**config.mk**
```make
export PLATFORM = sky130hd
export DESIGN_NAME = event_count_sched
export DESIGN_NICKNAME = d
export VERILOG_FILES = /design/src/rtl/event_count_sched.sv
export SDC_FILE = /design/constraint.sdc
export NUM_CORES = 1
export LEC_CHECK = 0
export CORE_ASPECT_RATIO = 1.75
export CORE_MARGIN = 1.5
export CORE_UTILIZATION = 37
export CTS_CLUSTER_DIAMETER = 150
export DETAILED_ROUTE_END_ITERATION = 6
export PLACE_DENSITY = 0.62
export RECOVER_POWER = 25
export SLEW_MARGIN = 0
export SYNTH_ARGS = -nofsm -noshare
export SYNTH_HDL_FRONTEND = slang
export SYNTH_SLANG_ARGS = --single-unit
```
**constraint.sdc**
```tcl
create_clock -name clk -period 1.95 [get_ports clk]
set_input_delay 0.4875 -clock clk [delete_from_list [all_inputs] [get_ports clk]]
set_output_delay 0.4875 -clock clk [all_outputs]
set_load 0.01 [all_outputs]
```
**src/rtl/event_count_sched.sv**
```systemverilog
// event_count_sched: edge-detected event requesters served round-robin into one shared counter.
// Optional build macro EVENT_COUNT_SCHED_SAT_EN makes the counter saturate instead of wrapping.
module event_count_sched #(
  parameter int NREQ = 4,
  parameter int CW   = 8
) (
  input  logic            clk,
  input  logic            rst_n,
  input  logic [NREQ-1:0] ev,
  input  logic [NREQ-1:0] edge_mode,
  input  logic            enable,
  input  logic            clr,
  output logic [CW-1:0]   cnt,
  output logic [NREQ-1:0] grant,
  output logic [NREQ-1:0] pend,
  output logic [NREQ-1:0] drop
);

  localparam int RW  = (NREQ > 1) ? $clog2(NREQ) : 1;
  localparam int RW1 = RW + 1;

  logic [NREQ-1:0] ev_q;
  logic [NREQ-1:0] pend_q, pend_d;
  logic [NREQ-1:0] grant_q, grant_d;
  logic [NREQ-1:0] drop_q, drop_d;
  logic [CW-1:0]   cnt_q, cnt_d;
  logic [RW-1:0]   rr_q, rr_d;
  logic [RW-1:0]   sel_s;
  logic [RW1-1:0]  idx_s;
  logic [NREQ-1:0] detect_s;
  logic            found_s;

  // Posedge-only requesters see rising edges; the rest see any change.
  assign detect_s = (edge_mode & ev & ~ev_q) | (~edge_mode & (ev ^ ev_q));

  always_comb begin
    found_s = 1'b0;
    sel_s   = '0;
    idx_s   = '0;
    if (enable && !clr && (|pend_q)) begin
      for (int k = 0; k < NREQ; k++) begin
        idx_s = {1'b0, rr_q} + RW1'(k);
        idx_s = (idx_s >= RW1'(NREQ)) ? (idx_s - RW1'(NREQ)) : idx_s;
        if (!found_s && pend_q[idx_s[RW-1:0]]) begin
          found_s = 1'b1;
          sel_s   = idx_s[RW-1:0];
        end else begin
          found_s = found_s;
        end
      end
    end else begin
      found_s = 1'b0;
    end
  end

  always_comb begin
    grant_d = '0;
    pend_d  = pend_q | detect_s;
    drop_d  = detect_s & pend_q;
    rr_d    = rr_q;
    cnt_d   = cnt_q;
    if (clr) begin
      cnt_d = '0;
    end else if (found_s) begin
      grant_d[sel_s] = 1'b1;
      // A fresh event on the granted requester replaces the consumed one.
      pend_d = (pend_q & ~grant_d) | detect_s;
      drop_d = detect_s & pend_q & ~grant_d;
      rr_d   = (sel_s == RW'(NREQ - 1)) ? '0 : (sel_s + RW'(1));
`ifdef EVENT_COUNT_SCHED_SAT_EN
      cnt_d  = (cnt_q == {CW{1'b1}}) ? cnt_q : (cnt_q + CW'(1));
`else
      cnt_d  = cnt_q + CW'(1);
`endif
    end else begin
      cnt_d = cnt_q;
    end
  end

  always_ff @(posedge clk or negedge rst_n) begin
    if (!rst_n) begin
      ev_q    <= '0;
      pend_q  <= '0;
      grant_q <= '0;
      drop_q  <= '0;
      cnt_q   <= '0;
      rr_q    <= '0;
    end else begin
      ev_q    <= ev;
      pend_q  <= pend_d;
      grant_q <= grant_d;
      drop_q  <= drop_d;
      cnt_q   <= cnt_d;
      rr_q    <= rr_d;
    end
  end

  assign cnt   = cnt_q;
  assign grant = grant_q;
  assign pend  = pend_q;
  assign drop  = drop_q;

endmodule

```
* Word level (Yosys, flattened, before mapping)
Index checks and enable logic that the tools add are counted.
Storage, ports and cells: register bits after elaboration 26, input bits 12, output and inout bits 20, logic and storage cells 89
Operators by class: add/sub/neg operators 9, magnitude comparators 10, eq/ne operators 1, multiplexer cells 36, bitwise operators 14, reductions and logical operators 13
Operator list (count):
- $and A4 B4 Y4 | 6
- $mux W4 | 6
- $mux W2 | 10
- $mux W8 | 2
- $lt A2 B3 Y1 const B | 5
- $mux W1 | 13
- $not A4 Y4 | 3
- $or A4 B4 Y4 | 3
- $ge A3 B3 Y1 const B | 3
- $add A8 B1 Y8 const B | 1
- $bmux W1 S2 | 4
- $sub A2 B1 Y2 const B | 4
- $add A2 B2 Y3 const B | 2
- $logic_and A1 B1 Y1 | 6
- $logic_not A1 Y1 | 4
- $reduce_or A4 Y1 | 1
- $xor A4 B4 Y4 | 1
- $add A2 B1 Y3 const B | 1
- $ge A2 B3 Y1 const B | 1
- $add A2 B1 Y2 const B | 1
- $demux W1 S2 | 1
- $eq A2 B2 Y1 const B | 1
- $ge A2 B1 Y1 const B | 1
- $reduce_and A2 Y1 | 1
- 2 further kinds | 2

* Logic depth before layout (Yosys ltp)
depth after elaboration 27, mapped depth 8, gate-level depth less buffers 7

* Worst setup path after synthesis
OpenSTA, ideal clock, no wires.
path type input -> register, from input port clr, to register rr_q[1], arrival time 1.782 ns, setup slack 0.044 ns, cell stages on the path 5, buffers on the path 0, cells stage by stage nand2b_1 -> a211o_1 -> or3_1 -> ha_1 -> mux2_2
On the way: longest elaborated chain between the ends 6
Ends and longest elaborated chain:
- start: declaration | RTL line 12 | input logic clr,
- $logic_not A1 Y1 | RTL line 40 | if (enable && !clr && (|pend_q)) begin
- $logic_and A1 B1 Y1 (2 in series) | RTL line 40
- $mux W2 | RTL line 40
- $add A2 B1 Y2 or $eq A2 B2 Y1 (tied branches) | RTL line 69 | rr_d = (sel_s == RW'(NREQ - 1)) ? '0 : (sel_s + RW'(1));
- $mux W2 | RTL line 69
- end signal: assignment | RTL line 94 | rr_q <= rr_d;
- end: declaration | RTL line 27 | logic [RW-1:0] rr_q, rr_d;
Parallel ways exist; a longest one is shown, timed or not. A chain may end at the register's enable or synchronous reset.

* Worst setup path in the final report
from register pend_q[0] (netlist: pend[0]), to register rr_q[1]
On the way: longest elaborated chain between the ends 18
Ends and longest elaborated chain:
- start: declaration | RTL line 23 | logic [NREQ-1:0] pend_q, pend_d;
- start signal: assignment | RTL line 90 | pend_q <= pend_d;
- $bmux W1 S2 | RTL line 44 | if (!found_s && pend_q[idx_s[RW-1:0]]) begin
- $mux W1 (implied by the code) | RTL line 44
- $mux W1 | RTL line 44
- $mux W1 | RTL line 40
- $logic_not A1 Y1 | RTL line 44
- $logic_and A1 B1 Y1 | RTL line 44
- $mux W1 | RTL line 44
- $mux W1 | RTL line 40
- (+2 left out)
- $mux W1 | RTL line 44
- $mux W1 | RTL line 40
- $logic_not A1 Y1 | RTL line 44
- $logic_and A1 B1 Y1 | RTL line 44
- $mux W2 | RTL line 44
- $mux W2 | RTL line 40
- $add A2 B1 Y2 or $eq A2 B2 Y1 (tied branches) | RTL line 69
- $mux W2 | RTL line 69
Parallel ways exist; a longest one is shown, timed or not. The select of a mux whose other input is x is not followed.

==> results.md <==
- Status: completed
- Worst slew margin: between 50% and 60%
- Worst path top cell family by delay: flip-flops
- Worst Path Class, Setup: reg -> reg
- GPL Wtd Cong: 0.814
- Worst path bufs/invs: 1
- Clk Latency, worst-skew pair: ~270 ps
- Max-cap violations: 0
- Crit path largest cell delay: about 450 ps
- Share of the synthesized area in the top cell type: 52.0%
- Vias in the first global route: 1021
- Final period util: between 90% and 100%
- Cells after Synth: 117
- Clock share of power: about a third
- Top FF cell, synth: dfrtp_1
- Logic pwr share: roughly a fifth
- Final hold vios: 0
- Grt ovf: 0
- Detailed placer's ending HPWL: approximately 2100 µm
- Drt total wl: ~2900 µm
- CP Max Fanout: 7
- TritonCTS clock tree: done
- Synth top area cells: dfrtp_1 52%, mux2i_1 5.6%, ha_1 5.0%, nor2_1 3.6%, nand2_1 3.0%
- Endpoints failing setup: 0
- Clk slew on worst S/H paths: 90 ps
- Port bufs: 31
- Most frequent cells in the layout: 24 x clkdlybuf4s50_1, 21 x dfrtp_1, 12 x nor2_1, 11 x buf_4, 10 x nand2_1
- Clk_skew: between 5 and 6 ps
- Syn-to-layout area delta: 47.1%
- Asr flop ratio synth: 100%
- DIE HEIGHT: between 70 and 80 µm
- Slew Limit Fails: 0
- Sink Count: 26
- Post-route ant nets: 0
- # DRC: 0
- Yosys reg bits: 26
- Crit path arrival time: roughly 2100 ps
- Distinct cells, synth: 31
- Commonest non-fill, non-tap cell in the layout: clkdlybuf4s50_1
- Pwr dens: approximately 720 nW/µm²
- Antenna cell count: 0
- Number of I/O pins: 32
- Initial antenna violation count: 0
- Tmin final: about 1900 ps
- Fill cell count: 293
- Vias: ~1100
- Worst Hold Class: reg -> reg
- Hold Buf Count CTS: 0
- Cell area after layout: 1840 µm²
- Peak Freq: ~520 MHz
- Pre-antenna DRT Iters: 4
- Core area: 3180 µm²
- CTS Root Cell: clkbuf_8
- Clock Tree Buf Depth: 2
- Share of layout cells above drive strength 1: 23.5%
- TritonCTS Buffers: 3
- P_sw: roughly 0.33 mW
- Peak supply drop: 668 µV
- Sw frac: about a quarter
- Largest net degree at the start of global routing: 27
- Placement Cell Area: 1690 µm²
- 1st-iter DRT viols: 37
- Cell taking the most area after synthesis: dfrtp_1
- WP data required: about 2100 ps
- Synth Cell Area: 1250 µm²
- Worst Tran Pin Value: between 600 and 700 ps
- Unrepaired setup endpoints after global routing: yes
- First-pass GRT wire length: 4390 µm
- WL/cell: 14.1 µm
- Syn_area_per_cell: about 11 µm²
- Startpoint Class: flip-flop
- Seq/Total Area, Yosys: a little over half
- WHS: a little over 500 ps
- Crit path capture type: flip-flop
- Crit path max-delay cell type: dfrtp_2
- Htree depth: 1
- Initial core utilization: 39.4%
- Yosys Warn Count: 0
- Pint: 0.995 mW
- Flop pwr share: between 40% and 50%
- Leak Pwr: 0.806 nW
- Post-DR vias/cell: roughly 5.2
- FP Rows: 27
- CP Cell Sequence: buf_6 > nor4_4 > a211o_1 > or3_4 > ha_2 > mux2_2
- Die Wd: approximately 47 µm
- GRT Util Overall: between 10% and 20%
- Post-synth EDFFs: 0
- DIE AREA: between 3000 and 4000 µm²
- Syn nets: 134
- Nets: 180
## cell usage after synthesis (2+ instances only)
| library cell | number |
|---|---|
| dfrtp_1 | 26 |
| nor2_1 | 12 |
| nand2_1 | 10 |
| inv_1 | 9 |
| mux2i_1 | 7 |
| ha_1 | 5 |
| nor3_1 | 5 |
| o21ai_0 | 5 |
| o311ai_0 | 4 |
| mux2_2 | 3 |
| nand2b_1 | 3 |
| o41ai_1 | 3 |
| a21oi_1 | 2 |
| clkbuf_1 | 2 |
| nand3_1 | 2 |
| nor2b_1 | 2 |
| nor4_1 | 2 |
| nor4bb_1 | 2 |
## flip-flops by register name, summed over array words and instances (netlist names)
| register | count |
|---|---|
| cnt | 8 |
| drop | 4 |
| ev_q | 4 |
| grant | 4 |
| pend | 4 |
| rr_q | 2 |
## worst register-to-register path, stage by stage (launching register included)
cell and delay, ps:
dfrtp_2 450, buf_6 130, nor4_4 40, a211o_1 320, or3_4 350, ha_2 250
mux2_2 260
## power groups by stage
| stage | clock, mW | sequential (mW) | combinational [mW] |
|---|---|---|---|
| global placement | 0 | 0.628 | 0.219 |
| finish | 0.440 | 0.627 | 0.256 |
| detailed placement | 0 | 0.630 | 0.226 |
| CTS | 0.450 | 0.621 | 0.235 |
| floorplan | 0 | 0.625 | 0.101 |
| global route | 0.469 | 0.632 | 0.280 |
## logic make-up (layout without fill, tap and decap cells)
group	after synthesis	in the layout	share of synthesized area [%]
AO/OA/AOI/OAI	20	20	11.9
AND/OR/NAND/NOR	44	44	19.1
adder cells (fa/ha/maj)	5	5	5.00
multiplexers	10	10	8.30
flip-flops	26	26	52.0
buffers and inverters	12	57	3.70
## path summary, 6_finish.rpt
path / start / endpoint / slack, ps / cells past startpoint
max: pend[0] / rr_q[1] / 40 / 6
min: cnt[6] / cnt[6] / 510 / 1
max reg2reg: pend[0] / rr_q[1] / 40 / 6
min reg2reg: cnt[6] / cnt[6] / 510 / 1
max in group asynchronous: rst_n / pend[2] / 750 / 2
min in group asynchronous: rst_n / cnt[3] / 760 / 2
## metrics by stage
step           utilization, %  TNS, ps  worst slack (ps)  cells  power [mW]
2_1_floorplan               -        0              43.8    117       0.726
3_3_place_gp             53.1    -3910              -358    199       0.846
3_5_place_dp             53.1    -4860              -423    199       0.857
4_1_cts                  55.9    -1.76             -1.76    203        1.31
5_1_grt                  58.0    -40.3             -23.5    205        1.38
6_report                 58.0        0              35.5    205        1.32
## what timing repair did
| action | CTS | global route |
|---|---|---|
| resized for setup | 9 | 15 |
| setup endpoints to repair | 13 | 11 |
| pin swaps | 2 | 6 |
| buffers inserted | 0 | 2 |
## layer usage
metal / vias up / part of all wire, % / GRT usage (%)
li1: 513 / - / -
met1: 516 / 38 / 15.8
met2: 33 / 57 / 31.6
met3: 6 / 2.8 / 2.04
met4: 0 / 2.4 / 5.00
met5: - / 0 / 0
## area by class of cell
class / count / area [µm²] / share of cell area [%]
clock buffer: 3 / 41.3 / 2.24
clock inverter: 1 / 30.0 / 1.63
inverter: 9 / 33.8 / 1.84
multi-input combinational: 79 / 618 / 33.6
sequential: 26 / 657 / 35.7
tap: 43 / 53.8 / 2.92
timing repair buffer: 44 / 407 / 22.1
Note: power is estimated with default switching activity, not from simulation.
